===== config.mk =====
export PLATFORM = sky130hd
export DESIGN_NAME = mem_port_arbiter
export DESIGN_NICKNAME = d
export VERILOG_FILES = /design/src/rtl/mem_arb_pkg.sv /design/src/rtl/wait_timer.sv /design/src/rtl/mem_port_arbiter.sv
export SDC_FILE = /design/constraint.sdc
export NUM_CORES = 1
export LEC_CHECK = 0
export ABC_AREA = 1
export BUFFER_PORTS_ARGS = -buffer_cell sky130_fd_sc_hd__buf_2
export CAP_MARGIN = 20
export CORE_MARGIN = 1
export CORE_UTILIZATION = 30
export CTS_BUF_LIST = sky130_fd_sc_hd__clkbuf_16
export DETAILED_ROUTE_END_ITERATION = 8
export PLACE_DENSITY = 0.6
export SLEW_MARGIN = 20
export SYNTH_ARGS = -nofsm -noshare
export SYNTH_HDL_FRONTEND = slang
export SYNTH_SLANG_ARGS = --single-unit

===== constraint.sdc =====
create_clock -name clk -period 1.2 [get_ports clk]
set_input_delay 0.24 -clock clk [delete_from_list [all_inputs] [get_ports clk]]
set_output_delay 0.24 -clock clk [all_outputs]
set_load 0.02 [all_outputs]

===== src/rtl/mem_arb_pkg.sv =====
// mem_arb_pkg: shared definitions for the instruction/data memory port arbiter.
//   state_t        : arbiter FSM states (IDLE, BUSY_D, BUSY_I)
//   MAX_WAIT_DEF   : default BUSY cycles without mem_ack before an access is aborted
//   STARVE_LIM_DEF : default data grants allowed in a row while a fetch waits
package mem_arb_pkg;
    localparam int MAX_WAIT_DEF = 15;
    localparam int STARVE_LIM_DEF = 4;
    typedef enum logic [1:0] {IDLE, BUSY_D, BUSY_I} state_t;
endpackage


===== src/rtl/wait_timer.sv =====
// wait_timer: counts BUSY cycles without a memory acknowledge.
//   clk, reset : clock, synchronous active-low reset
//   clear      : restart the count (asserted when an access is granted)
//   enable     : count this cycle (BUSY and no mem_ack)
//   expired    : count has reached MAX_WAIT
module wait_timer import mem_arb_pkg::*; #(
    parameter int MAX_WAIT = MAX_WAIT_DEF
) (
    input  logic clk,
    input  logic reset,
    input  logic clear,
    input  logic enable,
    output logic expired
);
    localparam int W = $clog2(MAX_WAIT + 1);
    logic [W-1:0] count;
    always_ff @(posedge clk) begin
        if (!reset || clear) count <= '0;
        else if (enable && !expired) count <= count + 1'b1;
    end
    assign expired = count == W'(MAX_WAIT);
endmodule


===== src/rtl/mem_port_arbiter.sv =====
// mem_port_arbiter: shares one single-port memory between instruction fetch and data access.
//   clk, reset                       : clock, synchronous active-low reset
//   if_req/if_addr -> if_rdata/if_ready  : fetch port
//   d_req/d_we/d_addr/d_wdata -> d_rdata/d_ready : data port
//   stall_f, stall_m                 : pipeline stall indications per port
//   mem_req/mem_we/mem_addr/mem_wdata, mem_rdata/mem_ack : memory side
//   bus_err                          : sticky flag, set when an access times out
module mem_port_arbiter import mem_arb_pkg::*; #(
    parameter int MAX_WAIT = MAX_WAIT_DEF,
    parameter int STARVE_LIM = STARVE_LIM_DEF
) (
    input  logic        clk,
    input  logic        reset,
    input  logic        if_req,
    input  logic [31:0] if_addr,
    output logic [31:0] if_rdata,
    output logic        if_ready,
    input  logic        d_req,
    input  logic        d_we,
    input  logic [31:0] d_addr,
    input  logic [31:0] d_wdata,
    output logic [31:0] d_rdata,
    output logic        d_ready,
    output logic        stall_f,
    output logic        stall_m,
    output logic        mem_req,
    output logic        mem_we,
    output logic [31:0] mem_addr,
    output logic [31:0] mem_wdata,
    input  logic [31:0] mem_rdata,
    input  logic        mem_ack,
    output logic        bus_err
);
    state_t state;
    logic [2:0] streak;
    logic busy, expired, done, grant_d, grant_i;

    assign busy = state != IDLE;
    // An ack in the timeout cycle wins: it completes normally with real data.
    assign done = busy && (mem_ack || expired);
    // Data has priority unless fetch has already lost STARVE_LIM grants in a row.
    assign grant_d = state == IDLE && d_req && !(if_req && streak == 3'(STARVE_LIM));
    assign grant_i = state == IDLE && if_req && !grant_d;

    wait_timer #(.MAX_WAIT(MAX_WAIT)) u_timer (
        .clk(clk),
        .reset(reset),
        .clear(grant_d || grant_i),
        .enable(busy && !mem_ack),
        .expired(expired)
    );

    always_ff @(posedge clk) begin
        if (!reset) begin
            state <= IDLE;
            streak <= '0;
            bus_err <= 1'b0;
            mem_req <= 1'b0;
            mem_we <= 1'b0;
            mem_addr <= '0;
            mem_wdata <= '0;
        end else if (grant_d || grant_i) begin
            state <= grant_d ? BUSY_D : BUSY_I;
            mem_req <= 1'b1;
            mem_we <= grant_d && d_we;
            mem_addr <= grant_d ? d_addr : if_addr;
            mem_wdata <= grant_d ? d_wdata : '0;
            // A data grant with fetch waiting is only possible below the limit, so +1 never overshoots.
            streak <= (grant_d && if_req) ? streak + 3'd1 : 3'd0;
        end else if (done) begin
            state <= IDLE;
            mem_req <= 1'b0;
            if (!mem_ack) bus_err <= 1'b1;
        end
    end

    assign d_ready = state == BUSY_D && done;
    assign if_ready = state == BUSY_I && done;
    // A timeout completes with zero data; only a real ack passes memory data through.
    assign d_rdata = (d_ready && mem_ack) ? mem_rdata : '0;
    assign if_rdata = (if_ready && mem_ack) ? mem_rdata : '0;
    assign stall_f = if_req && !if_ready;
    assign stall_m = d_req && !d_ready;
endmodule

; Word level (Yosys, flattened, before mapping)
; Cells that the tools add are included.
[word_totals]
out_inout_bits = 135
ff_bits = 76
wordCells = 56
in_bits = 134
[classes]
n_addsub = 2
reduce_logical = 30
n_bitwise = 2
mux = 10
n_eq_ne = 4
[ops]
columns = op, count
row1 = $mux W32, 4
row2 = $logic_and A1 B1 Y1, 16
row3 = $logic_not A1 Y1, 7
row4 = $mux W2, 3
row5 = $add A4 B1 Y4 const B, 1
row6 = $eq A4 B4 Y1 const B, 1
row7 = $reduce_bool A2 Y1, 2
row8 = $add A3 B1 Y3 const B, 1
row9 = $eq A3 B3 Y1 const B, 1
row10 = $logic_or A1 B1 Y1, 3
row11 = $mux W3, 1
row12 = $reduce_and A3 Y1, 1
row13 = $eq A2 B1 Y1 const B, 1
row14 = $eq A2 B2 Y1 const B, 1
row15 = $logic_not A2 Y1, 1
row16 = $mux W1, 2
row17 = $not A1 Y1, 2

; Depth between registers and ports, before layout
[logic_depth]
ltp_word = 9
depth_mapped = 10

; Modules after synthesis
; A second synthesis with hierarchy kept.
[hier_totals]
hier_cells = 620
hier_area_um2 = 3997.6
[by_module_without_submodules]
columns = module, area_per_inst_um2, cells_per_inst, seq_area_each_um2, n_inst
row1 = mem_port_arbiter, 3788.6, 589, 1441.4, 1
row2 = wait_timer, 209.0, 31, 80.1, 1

; Worst setup path after synthesis
; OpenSTA, ideal clock, no wires.
[synth_timing]
kind = reg-to-output
from = register u_timer.count[0]
to = output port stall_f
path_stages_with_launch = 7
path_buffers = 0
required_ns = 0.960
setup_slack_ns = -0.619
arrival_ns = 1.579
path_cell_list = dfxtp_1 -> ha_1 -> nand3_1 -> nand2_1 -> nand2_1 -> nor3_1 -> nor2_1
[synth_via]
elab_chain_cells = 6
[synth_lines]
columns = item, line
row1 = start: declaration, wait_timer.sv:16  ; logic [W-1:0] count;
row2 = start signal: assignment, wait_timer.sv:19  ; else if (enable && !expired) count <= count + 1'b1;
row3 = $eq A4 B4 Y1, wait_timer.sv:21  ; assign expired = count == W'(MAX_WAIT);
row4 = $logic_or A1 B1 Y1, mem_port_arbiter.sv:40  ; assign done = busy && (mem_ack || expired);
row5 = $logic_and A1 B1 Y1, mem_port_arbiter.sv:40
row6 = $logic_and A1 B1 Y1, mem_port_arbiter.sv:78  ; assign if_ready = state == BUSY_I && done;
row7 = net if_ready, mem_port_arbiter.sv:17  ; output logic if_ready,
row8 = $logic_not A1 Y1, mem_port_arbiter.sv:82  ; assign stall_f = if_req && !if_ready;
row9 = $logic_and A1 B1 Y1, mem_port_arbiter.sv:82
row10 = end: declaration, mem_port_arbiter.sv:24  ; output logic stall_f,
; The timed path passes the listed nets, and every way through them passes these cells.

; Final worst setup path
[layout_timing]
from = register state[0]
to = output port if_rdata[10]
[layout_via]
elab_chain_cells = 5
elab_cells_between_ends = 6
classes_between = eq/ne: 1 / mux: 1 / reduce/logical: 4
[layout_lines]
columns = item, line
row1 = start: declaration, mem_port_arbiter.sv:34  ; state_t state;
row2 = start signal: assignment, mem_port_arbiter.sv:63  ; state <= grant_d ? BUSY_D : BUSY_I;
row3 = $reduce_bool A2 Y1, mem_port_arbiter.sv:38  ; assign busy = state != IDLE;
row4 = $logic_and A1 B1 Y1, mem_port_arbiter.sv:40
row5 = $logic_and A1 B1 Y1 *, mem_port_arbiter.sv:78
row6 = $logic_and A1 B1 Y1 *, mem_port_arbiter.sv:81  ; assign if_rdata = (if_ready && mem_ack) ? mem_rdata : '0;
row7 = $mux W32 *, mem_port_arbiter.sv:81
row8 = end: declaration, mem_port_arbiter.sv:16  ; output logic [31:0] if_rdata,
; Mark *: on every way between the ends. The rest lies on a longest branch, timed or not.

==> run_summary.xml <==
<?xml version="1.0" encoding="UTF-8"?>
<metrics>
  <group name="synthesis">
    <metric name="postSynthAreaPerCell" unit="um^2">6.220</metric>
    <metric name="yosysWarningCount" unit="">0</metric>
    <metric name="synth_top_family_by_area" unit="">simple AND/OR/NAND/NOR gates</metric>
    <metric name="synth.cell_area" unit="mm^2">0.003887</metric>
    <metric name="synth-adder-area-share" unit="">0.009656</metric>
    <metric name="ys_seq_area_frac" unit="">0.3914</metric>
    <metric name="post_synthesis_cell_type_count" unit="">26</metric>
    <metric name="synth_simple_gate_area_share" unit="">0.4390</metric>
    <metric name="synth_seq_cells" unit="">76</metric>
    <metric name="synthesized_area_fraction_occupied_by_xor_and_xnor_cells" unit="">0.002253</metric>
    <metric name="synth-compound-area-share" unit="">0.02704</metric>
    <metric name="synthesis.nets" unit="">762</metric>
    <metric name="synth.area.mux_share" unit="">0</metric>
    <metric name="synthCells" unit="">625</metric>
  </group>
  <group name="timing">
    <metric name="achievable_freq" unit="MHz">574.5</metric>
    <metric name="tns" unit="ns">-62.84</metric>
    <metric name="whs" unit="ns">0.1119</metric>
    <metric name="final_hold_viol_count" unit="">0</metric>
    <metric name="slew_viol_final" unit="">0</metric>
    <metric name="fin_worst_skew" unit="ns">0.01166</metric>
    <metric name="post_route_setup_slack" unit="ns">-0.5406</metric>
    <metric name="report.final.setup_viol" unit="">144</metric>
    <metric name="min_period" unit="ns">1.741</metric>
    <metric name="worstMarginPinSlew" unit="ns">0.4333</metric>
    <metric name="relSlewSlack" unit="">0.7108</metric>
    <metric name="fin_crit_sh" unit="">1.450</metric>
    <metric name="rsz0062_at_grt" unit="">yes</metric>
  </group>
  <group name="placed_design">
    <metric name="cell_area_after_placement" unit="mm^2">0.006341</metric>
    <metric name="dp_hpwl" unit="mm">10.20</metric>
    <metric name="pre_cts_slack" unit="ns">-0.3612</metric>
    <metric name="io_buffer_count" unit="">268</metric>
    <metric name="globalplace.congestion" unit="">0.7693</metric>
    <metric name="number_of_placed_instances_taps_included" unit="">1081</metric>
  </group>
  <group name="pwr">
    <metric name="p_total" unit="mW">9.200</metric>
    <metric name="max-vdd-ir-drop" unit="V">0.0007399</metric>
    <metric name="power.leakage" unit="nW">4.685</metric>
    <metric name="power_density" unit="mW/mm^2">1050</metric>
  </group>
  <group name="clocking">
    <metric name="total_of_hold_buffers_inserted_after_clock_tree_synthesis" unit="">0</metric>
    <metric name="cts_buffer_depth" unit="">2</metric>
    <metric name="tritoncts_clock_tree" unit="">built</metric>
    <metric name="clk_pin_slew" unit="ns">0.07</metric>
    <metric name="clock_tree.htree_level_count" unit="">3</metric>
    <metric name="worst_skew_pair.late_latency" unit="ns">0.34</metric>
    <metric name="numClockSinks" unit="">76</metric>
    <metric name="cts_root_buf" unit="">clkbuf_16</metric>
    <metric name="numCtsBuffers" unit="">9</metric>
  </group>
  <group name="worst_hold_path">
    <metric name="hold_class" unit="">in2reg</metric>
  </group>
  <group name="job">
    <metric name="max_cap_violations" unit="">0</metric>
  </group>
  <group name="setup_path">
    <metric name="worst_setup_path_end_kind" unit="">primary output</metric>
    <metric name="timing.critical_path.from_type" unit="">flip-flop</metric>
    <metric name="path_max_fanout" unit="">6</metric>
    <metric name="category_of_the_critical_setup_timing_path" unit="">reg2out</metric>
    <metric name="data_arrival_time_of_the_critical_path" unit="ns">1.50</metric>
    <metric name="worst_ep_required_time" unit="ns">0.96</metric>
  </group>
  <group name="detailed_routing">
    <metric name="drt-initial-drc-count" unit="">177</metric>
    <metric name="post_drt_wl_per_cell" unit="um">14.49</metric>
    <metric name="met1Wirelength" unit="mm">6.216</metric>
    <metric name="met2WireLength" unit="mm">8.919</metric>
    <metric name="drt_pass1_iterations" unit="">4</metric>
    <metric name="route.detailed.drc" unit="">0</metric>
    <metric name="routed-via-count" unit="">5233</metric>
    <metric name="route.detailed.vias_per_inst" unit="">4.519</metric>
    <metric name="highest-signal-layer" unit="">met4</metric>
    <metric name="detail-route-antenna-nets" unit="">0</metric>
    <metric name="wl" unit="mm">16.78</metric>
    <metric name="met3_wirelength" unit="mm">1.295</metric>
  </group>
  <group name="layout">
    <metric name="antenna_cells" unit="">0</metric>
    <metric name="fin_area" unit="mm^2">0.008761</metric>
    <metric name="final_core_utilization" unit="">0.6942</metric>
    <metric name="post_route_cells_drive_above_1_share" unit="">0.6318</metric>
    <metric name="nNetsFinal" unit="">1118</metric>
    <metric name="layout-area-overhead-vs-synth" unit="%">125.4</metric>
    <metric name="layoutNonFillerInstCount" unit="">1158</metric>
  </group>
  <group name="die">
    <metric name="initial_cell_density_of_the_core" unit="">0.3081</metric>
    <metric name="chipHeight" unit="um">115.8</metric>
    <metric name="io_pins" unit="">269</metric>
    <metric name="die_outline_area" unit="mm^2">0.01342</metric>
    <metric name="fp-row-count" unit="">41</metric>
    <metric name="die_w" unit="um">115.8</metric>
    <metric name="design.core.area" unit="mm^2">0.01262</metric>
  </group>
  <group name="global_route">
    <metric name="grt.overflow.total" unit="">0</metric>
    <metric name="antenna_found_initial" unit="">0</metric>
    <metric name="globalRouteTotalUtil" unit="">0.2469</metric>
    <metric name="grt_pass1_wl" unit="mm">25.37</metric>
    <metric name="grt_max_degree" unit="">36</metric>
    <metric name="grt_pass1_vias" unit="">5079</metric>
  </group>
  <group name="run_status">
    <metric name="outcome" unit="">finished, violations left</metric>
    <metric name="failed_checks" unit="">setup timing</metric>
  </group>
</metrics>
## cell type report
cell class	instances	area, um^2
repair buffers	381	3374
flip-flops and latches	76	1534
well taps	172	215.2
clock inverters	7	80.08
clock buffers	9	225.2
multi-input cells	434	3023
fillers	1023	3859
inverters	79	309.0
## registers in the layout, summed over array words and instances, names as in the netlist
name / count
mem_we: 1
u_timer.count: 4
streak: 3
bus_err: 1
mem_wdata: 32
mem_addr: 32
mem_req: 1
state: 2
## cell usage in the layout, fill, tap and decap left out, types with 4 or more instances in the layout
cell type  instances
buf_12            26
o21ai_2            7
nor2_2            12
nand3_2           19
buf_6             99
clkbuf_16         10
nand4_1           14
dfxtp_1           70
nor2_4            71
nand2_4           28
inv_6              4
buf_4             35
inv_1             73
buf_2            200
nor2_1            29
dfxtp_2            4
nand2_2           58
buf_8              8
nand2_1          135
nand3_1           37
a21oi_2            6
nand3_4            5
buf_16            12
## metal layers
| layer | vias to the layer above | global-route usage |
|---|---|---|
| met3 | 24 | 0.06276 |
| met5 | - | 0 |
| met4 | 0 | 0.09658 |
| met1 | 2375 | 0.2646 |
| met2 | 212 | 0.4611 |
| li1 | 2622 | - |
## final timing paths
check                  end  slack, ns  cells past startpoint           from
min reg2reg  mem_wdata[26]       0.45                      2  mem_wdata[26]
max reg2reg   mem_addr[22]      -0.48                     13       state[1]
min          mem_wdata[13]       0.11                      3    d_wdata[13]
max           if_rdata[10]      -0.54                      7       state[0]
## repair_timing
item / 4_1_cts / 5_1_grt
setup buffers: 39 / 22
gates cloned: 20 / 2
resized for setup: 295 / 115
setup endpoints to repair: 140 / 144
pin swaps: 69 / 47
## cells in the mapped netlist (all sizes together)
master	instances	area (um^2)
o22ai	1	6.260
xor2	1	8.760
a21o	1	7.510
nand3	61	315.3
ha	3	37.54
inv	79	299.0
dfxtp	76	1521
nand4	14	87.58
clkbuf	9	33.78
nand2	222	845.8
o21ai	9	56.31
nor2	113	447.9
nor3	2	10.01
buf	27	175.2
a21oi	7	35.03
## worst max-delay path, stage by stage (launching register included)
cell and delay (ns):
dfxtp_4 0.37, buf_6 0.12, inv_4 0.05, nand3_4 0.09
buf_12 0.16, buf_12 0.14, nor2_4 0.10, buf_6 0.12
## report_power, final
part / switching (mW) / internal (mW) / total (mW)
Clock: 1.16 / 1.64 / 2.80
Sequential: 0.159 / 2.75 / 2.91
Combinational: 1.82 / 1.68 / 3.49
Total: 3.14 / 6.06 / 9.20
## cell families after synthesis
kind of cell | count (synthesis)
buffers and inverters | 115
AO/OA/AOI/OAI | 18
adder cells (fa/ha/maj) | 3
AND/OR/NAND/NOR | 412
flip-flops | 76
XOR/XNOR | 1
Power figures use the tool's default switching activity.
